`src/rtl/dm_stage_pkg.sv`:
```
// Shared types and constants for the data-memory stage.
`timescale 1ns/1ps
package dm_stage_pkg;

   typedef enum logic {
      IDLE   = 1'b0,
      ACCESS = 1'b1
   } state_e;

   // Lane 0 sits in the most significant byte (big-endian within a word).
   localparam logic LANE_HI = 1'b0;
   localparam logic LANE_LO = 1'b1;

   localparam int WAIT_W = 3;

   function automatic logic [7:0] lane_byte(input logic [15:0] w, input logic lane);
      return (lane == LANE_HI) ? w[15:8] : w[7:0];
   endfunction

endpackage

```
`src/rtl/dm_ram.sv`:
```
// Local data RAM: synchronous byte-lane write, combinational read.
// DMEM_PARITY_EN adds an even-parity bit per word and reports mismatches on read.
`timescale 1ns/1ps
module dm_ram #(
   parameter int ADDR_W = 8
) (
   input  logic              clk,
   input  logic [ADDR_W-1:0] addr,
   input  logic              we_hi,
   input  logic              we_lo,
   input  logic [15:0]       wdata,
   output logic [15:0]       rdata,
   output logic              perr
);

`ifdef DMEM_PARITY_EN
   localparam int DW = 17;
`else
   localparam int DW = 16;
`endif

   logic [DW-1:0] mem_q [2**ADDR_W];
   logic [DW-1:0] rd_word;
   logic [DW-1:0] wr_word;
   logic [15:0]   merged;

   always_comb begin
      rd_word = mem_q[addr];
      rdata   = rd_word[15:0];
      // Byte stores merge with the current word so parity covers the final contents.
      merged  = {we_hi ? wdata[15:8] : rd_word[15:8],
                 we_lo ? wdata[7:0]  : rd_word[7:0]};
`ifdef DMEM_PARITY_EN
      wr_word = {^merged, merged};
      perr    = ^rd_word;
`else
      wr_word = merged;
      perr    = 1'b0;
`endif
   end

   always_ff @(posedge clk) begin
      if (we_hi | we_lo) mem_q[addr] <= wr_word;
   end

endmodule

```
`src/rtl/dm_stage.sv`:
```
// Data-memory stage: pass-through or word/byte load/store with WAIT_STATES extra cycles.
// Optional parity checking is enabled with DMEM_PARITY_EN.
`timescale 1ns/1ps
module dm_stage
   import dm_stage_pkg::*;
#(
   parameter int ADDR_W      = 8,
   parameter int WAIT_STATES = 1
) (
   input  logic        clk,
   input  logic        reset,
   input  logic        in_valid,
   output logic        in_ready,
   input  logic [15:0] alu_res,
   input  logic [15:0] st_data,
   input  logic        mem_rd,
   input  logic        mem_wr,
   input  logic        byte_op,
   output logic [15:0] ans_dm,
   output logic        out_valid,
   output logic        mem_err
);

   state_e            state_q, state_d;
   logic [WAIT_W-1:0] cnt_q, cnt_d;
   logic [15:0]       addr_q, addr_d;
   logic [15:0]       data_q, data_d;
   logic              wr_q, wr_d;
   logic              byte_q, byte_d;
   logic [15:0]       ans_q, ans_d;
   logic              vld_q, vld_d;
   logic              err_q, err_d;

   logic              commit;
   logic              we_hi, we_lo;
   logic [15:0]       ram_wdata, ram_rdata;
   logic              ram_perr;

   assign in_ready  = (state_q == IDLE);
   assign ans_dm    = ans_q;
   assign out_valid = vld_q;
   assign mem_err   = err_q;

   // Gate with reset so an abort on the commit edge never writes the RAM.
   assign commit    = (state_q == ACCESS) && (cnt_q == '0) && reset;
   assign we_hi     = commit && wr_q && (!byte_q || addr_q[0] == LANE_HI);
   assign we_lo     = commit && wr_q && (!byte_q || addr_q[0] == LANE_LO);
   assign ram_wdata = byte_q ? {data_q[7:0], data_q[7:0]} : data_q;

   dm_ram #(.ADDR_W(ADDR_W)) u_ram (
      .clk   (clk),
      .addr  (addr_q[ADDR_W:1]),
      .we_hi (we_hi),
      .we_lo (we_lo),
      .wdata (ram_wdata),
      .rdata (ram_rdata),
      .perr  (ram_perr)
   );

   always_comb begin
      state_d = state_q;
      cnt_d   = cnt_q;
      addr_d  = addr_q;
      data_d  = data_q;
      wr_d    = wr_q;
      byte_d  = byte_q;
      ans_d   = ans_q;
      vld_d   = 1'b0;
      err_d   = 1'b0;
      case (state_q)
         IDLE: begin
            if (in_valid) begin
               if (mem_rd | mem_wr) begin
                  state_d = ACCESS;
                  cnt_d   = WAIT_W'(WAIT_STATES);
                  addr_d  = alu_res;
                  data_d  = st_data;
                  wr_d    = mem_wr;
                  byte_d  = byte_op;
               end else begin
                  ans_d = alu_res;
                  vld_d = 1'b1;
               end
            end
         end
         ACCESS: begin
            if (cnt_q != '0) begin
               cnt_d = cnt_q - WAIT_W'(1);
            end else begin
               state_d = IDLE;
               vld_d   = 1'b1;
               if (wr_q) begin
                  ans_d = addr_q;
               end else begin
                  ans_d = byte_q ? {8'h00, lane_byte(ram_rdata, addr_q[0])} : ram_rdata;
                  err_d = ram_perr;
               end
            end
         end
         default: state_d = IDLE;
      endcase
   end

   always_ff @(posedge clk) begin
      if (!reset) begin
         state_q <= IDLE;
         cnt_q   <= '0;
         addr_q  <= '0;
         data_q  <= '0;
         wr_q    <= 1'b0;
         byte_q  <= 1'b0;
         ans_q   <= '0;
         vld_q   <= 1'b0;
         err_q   <= 1'b0;
      end else begin
         state_q <= state_d;
         cnt_q   <= cnt_d;
         addr_q  <= addr_d;
         data_q  <= data_d;
         wr_q    <= wr_d;
         byte_q  <= byte_d;
         ans_q   <= ans_d;
         vld_q   <= vld_d;
         err_q   <= err_d;
      end
   end

endmodule

```
`config.mk`:
```
export PLATFORM = sky130hd
export DESIGN_NAME = dm_stage
export DESIGN_NICKNAME = d
export VERILOG_FILES = /design/src/rtl/dm_stage_pkg.sv /design/src/rtl/dm_ram.sv /design/src/rtl/dm_stage.sv
export SDC_FILE = /design/constraint.sdc
export NUM_CORES = 2
export LEC_CHECK = 0
export ABC_AREA = 1
export CORE_UTILIZATION = 45
export CTS_BUF_LIST = sky130_fd_sc_hd__clkbuf_4 sky130_fd_sc_hd__clkbuf_8
export DETAILED_ROUTE_END_ITERATION = 12
export HOLD_SLACK_MARGIN = 0.08
export MAX_ROUTING_LAYER = met4
export SETUP_SLACK_MARGIN = 0.1
export SKIP_CTS_REPAIR_TIMING = 1
export SYNTH_ARGS = -nofsm -noshare
export SYNTH_HDL_FRONTEND = slang
export SYNTH_SLANG_ARGS = --single-unit
```
`constraint.sdc`:
```
create_clock -name clk -period 19.3 [get_ports clk]
set_input_delay 1.93 -clock clk [delete_from_list [all_inputs] [get_ports clk]]
set_output_delay 1.93 -clock clk [all_outputs]
set_load 0.03 [all_outputs]
```
After elaboration in Yosys (flattened, before gate mapping):

Memory sizes are Yosys's and may differ from the RTL's. A register that Yosys moved wholly into a read port is not among the register bits.
Index checks and enable logic that the tools add are counted.

* word-level logic and storage cells: 58
* RAM bits: 4096
* input bits: 38
* memories: 1
* flip-flop bits (word level): 55
* output and inout port bits: 19

Memories
* u_ram.mem_q: depth 256, width 16, rd ports 1, clocked after Yosys merged registers in 1, wr ports 1, line dm_ram.sv:22 `logic [DW-1:0] mem_q [2**ADDR_W];`

* muxes and demuxes: 26
* eq/ne operators: 5
* bitwise operators: 4
* $add $sub $neg: 1
* reduce and logical (&&, ||, !) cells: 13

Operators by type and width (count)
* 2-to-1 mux 16 bit: 6
* 2-to-1 mux 8 bit: 5
* one-hot mux 16 bit (2 select lines): 1
* 2-to-1 mux 3 bit: 3
* AND reduction 3 bit: 3
* 2-to-1 mux 1 bit: 8
* != test 2 bit, second input constant: 3
* one-hot mux 3 bit (2 select lines): 1
* logical AND 1 bit: 5
* != test 2 x 1 -> 1 bit, second input constant: 2
* one-hot mux 1 bit (2 select lines): 2
* logical NOT 3 bit: 1
* nonzero test 3 bit: 1
* subtractor 3 x 1 -> 3 bit, second input constant: 1
* logical OR 1 bit: 2
* NOT 1 bit: 2
* bitwise OR 1 bit: 2
* logical NOT 1 bit: 1

Depth between registers and ports, before layout:

* depth in word-level cells: 8
* gate-level depth with buffers: 18
* gate-level depth less buffers: 14

Modules after synthesis:

From an unflattened synthesis, not the netlist that was laid out.

* cell total of the unflattened synthesis: 15678
* area, all modules: 170668.7 µm²

Modules (own cells, without submodules)
* dm_ram: sequential area each 122998.0 µm², area each 167993.6 µm², times used 1, cells an instance 15291
* dm_stage: sequential area each 1121.1 µm², area each 2675.1 µm², times used 1, cells an instance 387

Least setup slack after synthesis:

Ideal clock, no wire load.

* kind: input to register
* from: input port reset
* to: memory u_ram.mem_q[0][5] (data pin)
* data required time: 17113 ps
* stages: 7
* library setup time: 2187 ps
* path buffers: 2
* arrival: 12518 ps
* path slack: 4595 ps
* cells stage by stage: clkbuf_1 > nand2_1 > nor2_1 > inv_1 > nor2_1 > buf_1 > o21ai_0

* cells in the longest elaborated chain, start to end: 4

RTL lines
* start: declaration: line dm_stage.sv:11 `input logic reset,`
* logical AND 1 bit: line dm_stage.sv:45 `assign commit = (state_q == ACCESS) && (cnt_q == '0) && reset;`
* logical AND 1 bit (2 in a row): line dm_stage.sv:47 `assign we_lo = commit && wr_q && (!byte_q || addr_q[0] == LANE_LO);`
* 2-to-1 mux 8 bit: line dm_ram.sv:32 `we_lo ? wdata[7:0] : rd_word[7:0]};`
* named net u_ram.merged[5]: line dm_ram.sv:25 `logic [15:0] merged;`
* end: declaration: line dm_ram.sv:22

The timed path passes the listed nets, and every way through them passes these cells.

==> out/results.txt <==
die height: 612 microns
Worst Setup End Kind: register
Vias/cell: 5.71
TritonCTS clock tree: built
Die Area: 375000 sq um
io pins: 57
Hold WC Path Type: register to register
#FFs+latches synth: 4159
Final Util: 0.504
CORE AREA: 370000 sq um
1st-iter DRT viols: 13900
M3 GR Usage: 0.0416
1st-pass router iterations: 7
post-synthesis async set-or-reset flop share: 0
max-slew violations: 0
Clk Latency, worst-skew pair: 1240 ps
CTS Buf Count: 665
DRC: 0
sequential area share after synthesis: 0.741
Routed WL: 497000 microns
Initial Utilization: 0.453
detailed-placement wirelength estimate: 259000 microns
global-route wire length before repair: 719000 microns
Max Clk Rate: 122 MHz
run status: complete, no violations
grt total ovfl: 0
cell mode on critical path: nand3_1
met2 global-route usage: 0.396
Worst path max stage delay: 800 ps
total power: 0.0206 W
final period utilization: 0.424
Worst Path Required: 20150 ps
Buffers & Inverters on Critical Path: 7
Max VDD drop: 0.0000946 V
CTS clk-pin slew, worst paths: 60 ps
layer with the highest usage: met2
Slew HR: 0.103
Placement Rows: 223
power density over the cells: 110 nW/um^2
GRT Overall Usage: 0.266
GPL Wtd Cong: 0.884
initial antenna violation count: 10
Crit-path slowest cell: o21ai_4
post-synthesis cell type count: 24
CP cell instances: inv_16 -> buf_4 -> buf_12 -> buf_4 -> buf_4 -> nand2_1 -> nand3_1 -> nand3_1 -> nand3_1 -> nand3_1 -> nand3_1 -> nand3_1 -> nand3_1 -> nand2_1 -> o21ai_4 -> buf_4 -> buf_4
Yosys top cell by area: edfxtp_1
Global Route met1 Usage: 0.370
clock root buffer: clkbuf_8
# H-tree levels: 6
Die X-Extent: 612 microns
Longest Clk Path Bufs: 4
drt wl/cell: 25.3 microns
Nets: 14200
routed vias: 112000
vias in the first global route: 104000
most numerous cell in the Yosys netlist: nand2_1
critical path arrival: 9040 ps
Final WS setup: 11110 ps
layout cells sized above 1: 0.104
Fin Clk Skew: 78.7 ps
setup tns final: 0 ps
pre-CTS WS: 11190 ps
Clock Sinks: 4159
IO Port Bufs: 55
Final setup viols: 0
RSZ-0062 raised after global routing: no
Avg Synthesized Cell Area: 12.0 sq um
Placed Cells: 18500
critical path type: register to register
CP startpoint kind: register
P&R area growth vs syn: 11.2%
Top delay family on crit path: buffers and inverters
crit path time final: 8190 ps
post-synth top area share: 0.734
Mapped Area: 168000 sq um
Leak: 64.7 nW
slew of the pin with the lowest slew margin: 1340 ps
Max-Cap Viols: 0
Fin. Hold Viols: 0
Synth area leaders: edfxtp_1 73%, nand3_1 12%, nand2_1 9.4%, buf_2 1.6%, nor2_1 0.79%
Main synth FF type: edfxtp_1
Worst Path Max Fanout: 193
EDFF count, synth: 4096
Non-Filler Instances: 19600
Routed Antenna Nets: 0
Yosys Warn Count: 0
Synthesized Nets: 14000
synth cell count leaders: 4202 x nand2_1, 4096 x edfxtp_1, 4093 x nand3_1
largest net degree at the start of global routing: 217
cells after synthesis: 14000
cells in the final DEF (no fill, tap or decap), types with 5 or more instances in the layout:
master / n
nor2_2: 14
o21ai_1: 8
clkinv_2: 35
nor2_1: 338
a31oi_4: 8
o21ai_4: 8
inv_8: 11
clkinv_1: 167
dfxtp_1: 56
clkbuf_8: 677
o21ai_0: 48
inv_1: 54
nand3_1: 4093
inv_6: 16
clkinvlp_4: 14
nand2_1: 4186
buf_4: 416
nand2_2: 16
dfxtp_4: 6
bufinv_16: 5
buf_12: 35
edfxtp_1: 4096
and2_1: 8
clkdlybuf4s50_1: 55
a21oi_1: 41
diode_2: 7
clkbuf_4: 259
cell type report:
cell class	instances	area, sq um
Antenna cell	7	17.5
Clock buffer	936	11300
Clock inverter	249	1400
Fill cell	32400	184000
Inverter	65	289
Multi-Input combinational cell	8776	38600
Sequential cell	4159	124000
Tap cell	4950	6190
Timing Repair Buffer	506	4370
where the power goes:
part           internal [W]  switching (W)
clock               0.00383        0.00350
combinational      0.000447        0.00210
sequential           0.0107      0.0000252
total                0.0150        0.00562
cells by family after synthesis:
| logic type | after synthesis | share of synthesized area |
|---|---|---|
| and+or+nand+nor | 8656 | 0.224 |
| DFF | 4159 | 0.741 |
| buffers and inverters | 1022 | 0.0305 |
| AOI/OAI and AO/OA | 117 | 0.00358 |
| adders and majority gates | 2 | 0.000149 |
| other | 1 | 0.0000224 |
state kept, by name (all words and copies together), names as in the netlist, named ones only:
signal and count:
u_ram.mem_q 4096, addr_q 16, ans_dm 16, data_q 16
cnt_q 3, byte_q 1, out_valid 1, state_q 1
wr_q 1
worst paths after layout:
path	slack (ps)	endpoint	startpoint	cells past startpoint
worst min register to register	460	ans_dm[12]	ans_dm[12]	2
worst max register to register	11110	u_ram.mem_q[15][5]	register	17
worst min-delay path	460	ans_dm[12]	ans_dm[12]	2
worst max-delay path	11110	u_ram.mem_q[15][5]	register	17
worst reg2reg max path: cells and delay by family, from the launching register on:
family | cells | cell delay [ps]
flip-flops | 1 | 590
AND/OR/NAND/NOR | 9 | 1410
AO/OA/AOI/OAI | 1 | 800
buffers and inverters | 7 | 4970
layer usage:
metal,up-vias,share of wire
li1,50300,-
met1,55300,0.41
met2,5658,0.46
met3,928,0.093
met4,0,0.040
met5,-,0
through the flow:
stage | hold WS (ps) | cell area (sq um)
floorplan | 478 | 168000
finish | 461 | 186000
detailed placement | 456 | 174000
global placement | 451 | 174000
global route | 482 | 186000
CTS | 465 | 186000
No activity file was read; power rests on OpenSTA's default activity.
